<file path="src/rtl/sdram_bus_arbiter.sv">
// Round-robin arbiter sharing one SDRAM controller port among NP masters, with a tag FIFO steering read returns.
// Define SDRAM_ARB_FIXED_PRIO_EN to make the lowest-index requester always win. TAG_DEPTH must be a power of 2, >= 2.
module sdram_bus_arbiter #(
    parameter int NP        = 2,
    parameter int AW        = 24,
    parameter int DW        = 16,
    parameter int TAG_DEPTH = 4
) (
    input  logic              clk,
    input  logic              rst,
    input  logic [NP-1:0]     m_read,
    input  logic [NP-1:0]     m_write,
    input  logic [NP*AW-1:0]  m_addr,
    input  logic [NP-1:0]     m_burst,
    input  logic [NP*3-1:0]   m_burst_len,
    input  logic [NP*DW-1:0]  m_wdata,
    input  logic [NP*2-1:0]   m_byteenable,
    output logic [NP-1:0]     m_ready,
    output logic [NP-1:0]     m_rvalid,
    output logic [DW-1:0]     m_rdata,
    output logic              bus_read,
    output logic              bus_write,
    output logic              bus_burst,
    output logic [AW-1:0]     bus_addr,
    output logic [2:0]        bus_burst_len,
    output logic [DW-1:0]     bus_wdata,
    output logic [1:0]        bus_byteenable,
    input  logic              bus_ready,
    input  logic              bus_rvalid,
    input  logic [DW-1:0]     bus_rdata
);

    localparam int PW  = (NP > 1) ? $clog2(NP) : 1;
    localparam int AIW = (TAG_DEPTH > 1) ? $clog2(TAG_DEPTH) : 1;

    typedef enum logic {
        S_IDLE,
        S_GRANT
    } state_t;

    state_t         state_q, state_d;
    logic [PW-1:0]  gnt_q, gnt_d;
    logic [PW-1:0]  last_q, last_d;
    logic [3:0]     beats_left_q, beats_left_d;

    logic [PW-1:0]  tag_port_q  [TAG_DEPTH];
    logic [3:0]     tag_beats_q [TAG_DEPTH];
    logic [AIW-1:0] wr_ptr_q, rd_ptr_q;
    logic [AIW:0]   count_q;
    logic           ret_active_q;
    logic [3:0]     ret_cnt_q;

    logic           fifo_empty, fifo_full;
    logic           rv_ok, pop, push, read_ok;
    logic           req_rd, req_wr;
    logic [PW-1:0]  head_port;
    logic [3:0]     head_beats, ret_rem;

    function automatic logic [3:0] beats_of(input logic burst, input logic [2:0] len);
        if (!burst)
            return 4'd1;
        if (len > 3'd3)
            return 4'd8;
        return 4'd1 << len;
    endfunction

    assign fifo_empty = (count_q == '0);
    assign fifo_full  = (count_q == (AIW+1)'(TAG_DEPTH));
    assign head_port  = tag_port_q[rd_ptr_q];
    assign head_beats = tag_beats_q[rd_ptr_q];
    assign rv_ok      = bus_rvalid && !fifo_empty;
    // The return counter is only live after the head's first beat; before that the head's own count applies.
    assign ret_rem    = ret_active_q ? ret_cnt_q : head_beats;
    assign pop        = rv_ok && (ret_rem == 4'd1);
    assign read_ok    = !fifo_full || pop;
    assign req_rd     = m_read[gnt_q];
    assign req_wr     = m_write[gnt_q];
    assign push       = (state_q == S_GRANT) && bus_read && bus_ready;

    always_comb begin : return_route
        m_rvalid = '0;
        m_rdata  = '0;
        for (int unsigned i = 0; i < NP; i++)
            m_rvalid[i] = rv_ok && (head_port == PW'(i));
        if (rv_ok)
            m_rdata = bus_rdata;
    end

    always_comb begin : arb_next
        logic          found;
        logic [PW-1:0] win;
        int unsigned   idx;

        m_ready        = '0;
        bus_read       = 1'b0;
        bus_write      = 1'b0;
        bus_burst      = 1'b0;
        bus_addr       = '0;
        bus_burst_len  = '0;
        bus_wdata      = '0;
        bus_byteenable = '0;
        state_d        = state_q;
        gnt_d          = gnt_q;
        last_d         = last_q;
        beats_left_d   = beats_left_q;
        found          = 1'b0;
        win            = '0;
        idx            = 0;

        case (state_q)
            S_IDLE: begin
                for (int unsigned i = 0; i < NP; i++) begin
`ifdef SDRAM_ARB_FIXED_PRIO_EN
                    idx = i;
`else
                    idx = int'(last_q) + 1 + i;
                    if (idx >= NP)
                        idx = idx - NP;
`endif
                    if (!found && (m_read[idx] || m_write[idx])) begin
                        found = 1'b1;
                        win   = PW'(idx);
                    end
                end
                if (found) begin
                    state_d      = S_GRANT;
                    gnt_d        = win;
                    beats_left_d = beats_of(m_burst[win], m_burst_len[int'(win)*3 +: 3]);
                end
            end
            S_GRANT: begin
                bus_burst      = m_burst[gnt_q];
                bus_addr       = m_addr[int'(gnt_q)*AW +: AW];
                bus_burst_len  = m_burst_len[int'(gnt_q)*3 +: 3];
                bus_wdata      = m_wdata[int'(gnt_q)*DW +: DW];
                bus_byteenable = m_byteenable[int'(gnt_q)*2 +: 2];
                bus_write      = req_wr;
                bus_read       = req_rd && read_ok;
                m_ready[gnt_q] = bus_ready && (req_wr || (req_rd && read_ok));
                if (req_wr && bus_ready) begin
                    beats_left_d = beats_left_q - 4'd1;
                    if (beats_left_q == 4'd1) begin
                        state_d = S_IDLE;
                        last_d  = gnt_q;
                    end
                end else if (req_rd && read_ok && bus_ready) begin
                    state_d = S_IDLE;
                    last_d  = gnt_q;
                end
            end
            default: state_d = S_IDLE;
        endcase
    end

    always_ff @(posedge clk) begin
        if (rst) begin
            state_q      <= S_IDLE;
            gnt_q        <= '0;
            last_q       <= PW'(NP - 1);
            beats_left_q <= '0;
        end else begin
            state_q      <= state_d;
            gnt_q        <= gnt_d;
            last_q       <= last_d;
            beats_left_q <= beats_left_d;
        end
    end

    // Read transactions keep their beat count in beats_left_q, which is what gets tagged.
    always_ff @(posedge clk) begin
        if (rst) begin
            wr_ptr_q     <= '0;
            rd_ptr_q     <= '0;
            count_q      <= '0;
            ret_active_q <= 1'b0;
            ret_cnt_q    <= '0;
        end else begin
            if (push) begin
                tag_port_q[wr_ptr_q]  <= gnt_q;
                tag_beats_q[wr_ptr_q] <= beats_left_q;
                wr_ptr_q              <= wr_ptr_q + AIW'(1);
            end
            if (pop)
                rd_ptr_q <= rd_ptr_q + AIW'(1);
            if (push && !pop)
                count_q <= count_q + (AIW+1)'(1);
            else if (pop && !push)
                count_q <= count_q - (AIW+1)'(1);
            if (rv_ok) begin
                ret_active_q <= !pop;
                ret_cnt_q    <= ret_rem - 4'd1;
            end
        end
    end

endmodule

</file>
<file path="config.mk">
export PLATFORM = sky130hd
export DESIGN_NAME = sdram_bus_arbiter
export DESIGN_NICKNAME = d
export VERILOG_FILES = /design/src/rtl/sdram_bus_arbiter.sv
export SDC_FILE = /design/constraint.sdc
export NUM_CORES = 1
export LEC_CHECK = 0
export ABC_AREA = 1
export ABC_CLOCK_PERIOD_IN_PS = 2800
export CAP_MARGIN = 10
export CORE_MARGIN = 2
export CORE_UTILIZATION = 34
export DETAILED_ROUTE_END_ITERATION = 6
export GPL_ROUTABILITY_DRIVEN = 0
export PLACE_DENSITY = 0.84
export SLEW_MARGIN = 0
export SYNTH_ARGS = -nofsm -noshare
export SYNTH_HDL_FRONTEND = slang
export SYNTH_SLANG_ARGS = --single-unit
export TNS_END_PERCENT = 20
</file>
<file path="constraint.sdc">
create_clock -name clk -period 2.8 [get_ports clk]
set_input_delay 0.56 -clock clk [delete_from_list [all_inputs] [get_ports clk]]
set_output_delay 0.56 -clock clk [all_outputs]
set_load 0.005 [all_outputs]
</file>
==> metrics.csv <==
stage,metric,value,unit
yosys,synth_edf_count,20,
critical_path,cp.arrival,2.99,ns
yosys,ys.warnings.count,0,
routing,wl_per_cell,14.8,um
sta,min_period,2.81,ns
critical_path,r2r_slack,-0.007,ns
sta,final-hold-violation-count,0,
power_and_ir_drop,powerDensity,361,nW/um^2
critical_path,start_kind,flop,
yosys,synth_area,2910,um^2
yosys,synthesis.nets,570,
placed_design,postPlaceCellArea,4970,um^2
global_routing,antenna_found_initial,0,
run_status,violations,negative setup slack,
yosys,synth_xor_area_frac,0.00904,
critical_path,cp_slowest_cell,dfxtp_4,
sta,setup_viol,1,
critical_path,cp_cell_sequence,"nor2_1, nor2_1, o21ai_1, nand2_1, nand2_1, o21a_1, inv_1, ha_2, inv_2, nor2_4, nand3_4, nand2_4, buf_6, nand4_4, inv_4, ha_4, inv_2, fa_2, a21oi_2, o21ai_1, o21ai_1, a21oi_1",
yosys,muxShareOfSynthArea,0,
die,core_area,8260,um^2
routing,drt_iter0_drc,126,
yosys,synthAdderAreaFrac,0.0457,
worst_hold_path,hold_class,reg -> reg,
global_routing,grtUsageTotal,0.238,
sta,fmax,0.356,GHz
routing,first_pass_iters,5,
worst_hold_path,hold_depth,2,
yosys,yosysSeqAreaShare,0.351,
placed_design,dp_cells,740,
sta,finalClockSkew,0.0110,ns
yosys,yosysTopAreaCell,edfxtp_1,
yosys,synth_seq_cells,41,
run,maxCapViolCount,0,
critical_path,path_delay_family,adder cells,
finish,drive_above_1_share,0.118,
sta,slew_headroom,0.696,
clocking,postCtsHoldBufs,0,
sta,timing.final.ws_setup,-0.00727,ns
yosys,avgSynthCellArea,6.54,um^2
sta,finalCritPeriodShare,1.00,
global_routing,grt.overflow.total,0,
finish,design_area,5140,um^2
critical_path,r2r_cells,22,
die,fp.dieH,96.4,um
yosys,async_reset_ff_frac,0,
run_status,outcome,"complete, but fails checks",
finish,fin_cells,749,
routing,wl,11100,um
finish,mostFrequentLayoutCells,"clkdlybuf4s50_1 (180), inv_1 (102), nand2_1 (89)",
clocking,clk_pin_slew,0.08,ns
routing,drc_errors,0,
critical_path,crit_required,2.99,ns
clocking,clk_latency,0.30,ns
yosys,synth_top_family_by_area,simple AND/OR/NAND/NOR gates,
clocking,cts_root_buffer,clkbuf_8,
finish,fillers,683,
power_and_ir_drop,peakVddDrop,0.000212,V
sta,worst_pin_slew,0.457,ns
routing,ant_nets,0,
critical_path,cp-end-kind,flop,
finish,antenna_cells,0,
finish,layout_commonest_cell,clkdlybuf4s50_1,
yosys,synthSimpleGateAreaFrac,0.255,
yosys,synth_compound_area_frac,0.168,
clocking,htree_levels,2,
yosys,synthCells,444,
yosys,synth.top_cells.by_area,"edfxtp_1 (21%), dfxtp_1 (14%), inv_1 (14%)",
global_routing,grt_start_max_net_pins,48,
sta,drv_slew,0,
finish,layout.nets,769,
finish,multi_input_area,1450,um^2
finish,final-seq-area,1030,um^2
clocking,cts_made_buffers,5,
routing,num_vias,3537,
global_routing,grt_pass1_wl,16500,um
clocking,clock-sinks,41,
die,die-area,9300,um^2
finish,area_delta_synth_final,77.1,%
die,num_rows,33,
yosys,synth_cell_types,34,
placed_design,place_hpwl,8960,um
die,die_w,96.4,um
power_and_ir_drop,p_leak,0.00231,uW
critical_path,worst-path-buf-inv,5,
yosys,synth_top_area_frac,0.207,
critical_path,cp_slowest_stage_delay,0.40,ns
critical_path,path_class,reg -> reg,
placed_design,io_buffers,183,
yosys,ys.flop_type,dfxtp_1,
critical_path,cp.depth,22,
clocking,clk_path_buf_depth,2,
global_routing,grt_pass1_vias,3565,
routing,vias_per_cell,4.72,
critical_path,cp_max_fo,6,
die,start_util,0.352,
critical_path,crit_top_cell,o21ai_1,
die,ios,184,
clocking,cts_tree,yes,
sta,rsz0062_at_grt,true,
==> cell families (layout without fill, tap and decap cells) <==
group,Yosys count,in the layout
AOI/OAI and AO/OA,93,93
and+or+nand+nor,172,172
adders and majority gates,10,10
xor gates and xnor gates,3,3
buffers and inverters,125,325
DFF,41,41
==> area by class of cell <==
cell class / count / share of cell area
clock inverters: 2 / 0.00681
repair buffers: 206 / 0.390
flip-flops and latches: 41 / 0.200
multi-input cells: 278 / 0.283
inverters: 111 / 0.0815
well taps: 105 / 0.0255
clock buffers: 6 / 0.0141
==> sequential cells by signal, summed over array words and instances (netlist names), named ones only <==
| register | cells |
|---|---|
| gnt_q | 1 |
| beats_left_q | 4 |
| count_q | 3 |
| state_q | 1 |
| ret_cnt_q | 4 |
| rd_ptr_q | 2 |
| last_q | 1 |
| tag_beats_q | 16 |
| tag_port_q | 4 |
| ret_active_q | 1 |
| wr_ptr_q | 2 |
==> worst paths after layout <==
path                             start          to
worst max-delay path              flop  count_q[2]
worst min register to register  last_q      last_q
worst min-delay path            last_q      last_q
worst max register to register    flop  count_q[2]
==> worst min-delay path, delay by kind of cell (launching register included) <==
kind          cells  cell delay, ns
simple gates      2            0.12
flops             1            0.33
==> where the power goes <==
group          internal (uW)  total (uW)  switching, uW
Sequential               663         695           32.0
Combinational            392         698            306
Clock                    264         464            200
==> Yosys cell counts (all sizes together) (2+ instances only) <==
master and n:
a31oi 2, edfxtp 20, inv 110, nand4 2
nand3 11, o21ai 72, or2 2, a21oi 14
xnor2 2, nor2 55, ha 9, nor3 4
buf 8, o21a 2, nand2 98, clkbuf 6
dfxtp 21
==> layer usage <==
metal  GRT usage  share of wire
met5           0              0
met4       0.114          0.046
met3      0.0729          0.092
met2       0.487           0.55
met1       0.204           0.31
==> what timing repair did <==
| action | CTS | global route |
|---|---|---|
| setup buffers | 1 | 0 |
| gates resized for setup | 17 | 34 |
| hold endpoints to repair | 0 | 0 |
| pin swaps | 4 | 10 |
| gates cloned | 0 | 0 |
| setup endpoints to repair | 11 | 13 |
==> through the flow <==
stage                     setup WS (ns)  setup TNS, ns  hold WS [ns]   util  power, uW
after global placement          -0.0267        -0.0267         0.449  0.602       1370
after CTS                        0.0130              0         0.498  0.615       1840
after global routing             -0.120         -0.234         0.528  0.623       1960
after detailed placement         -0.134         -0.378         0.481  0.602       1390
after floorplan                  0.0871              0         0.425      -        960
final                          -0.00727       -0.00727         0.493  0.623       1860
Power figures use the tool's default switching activity.
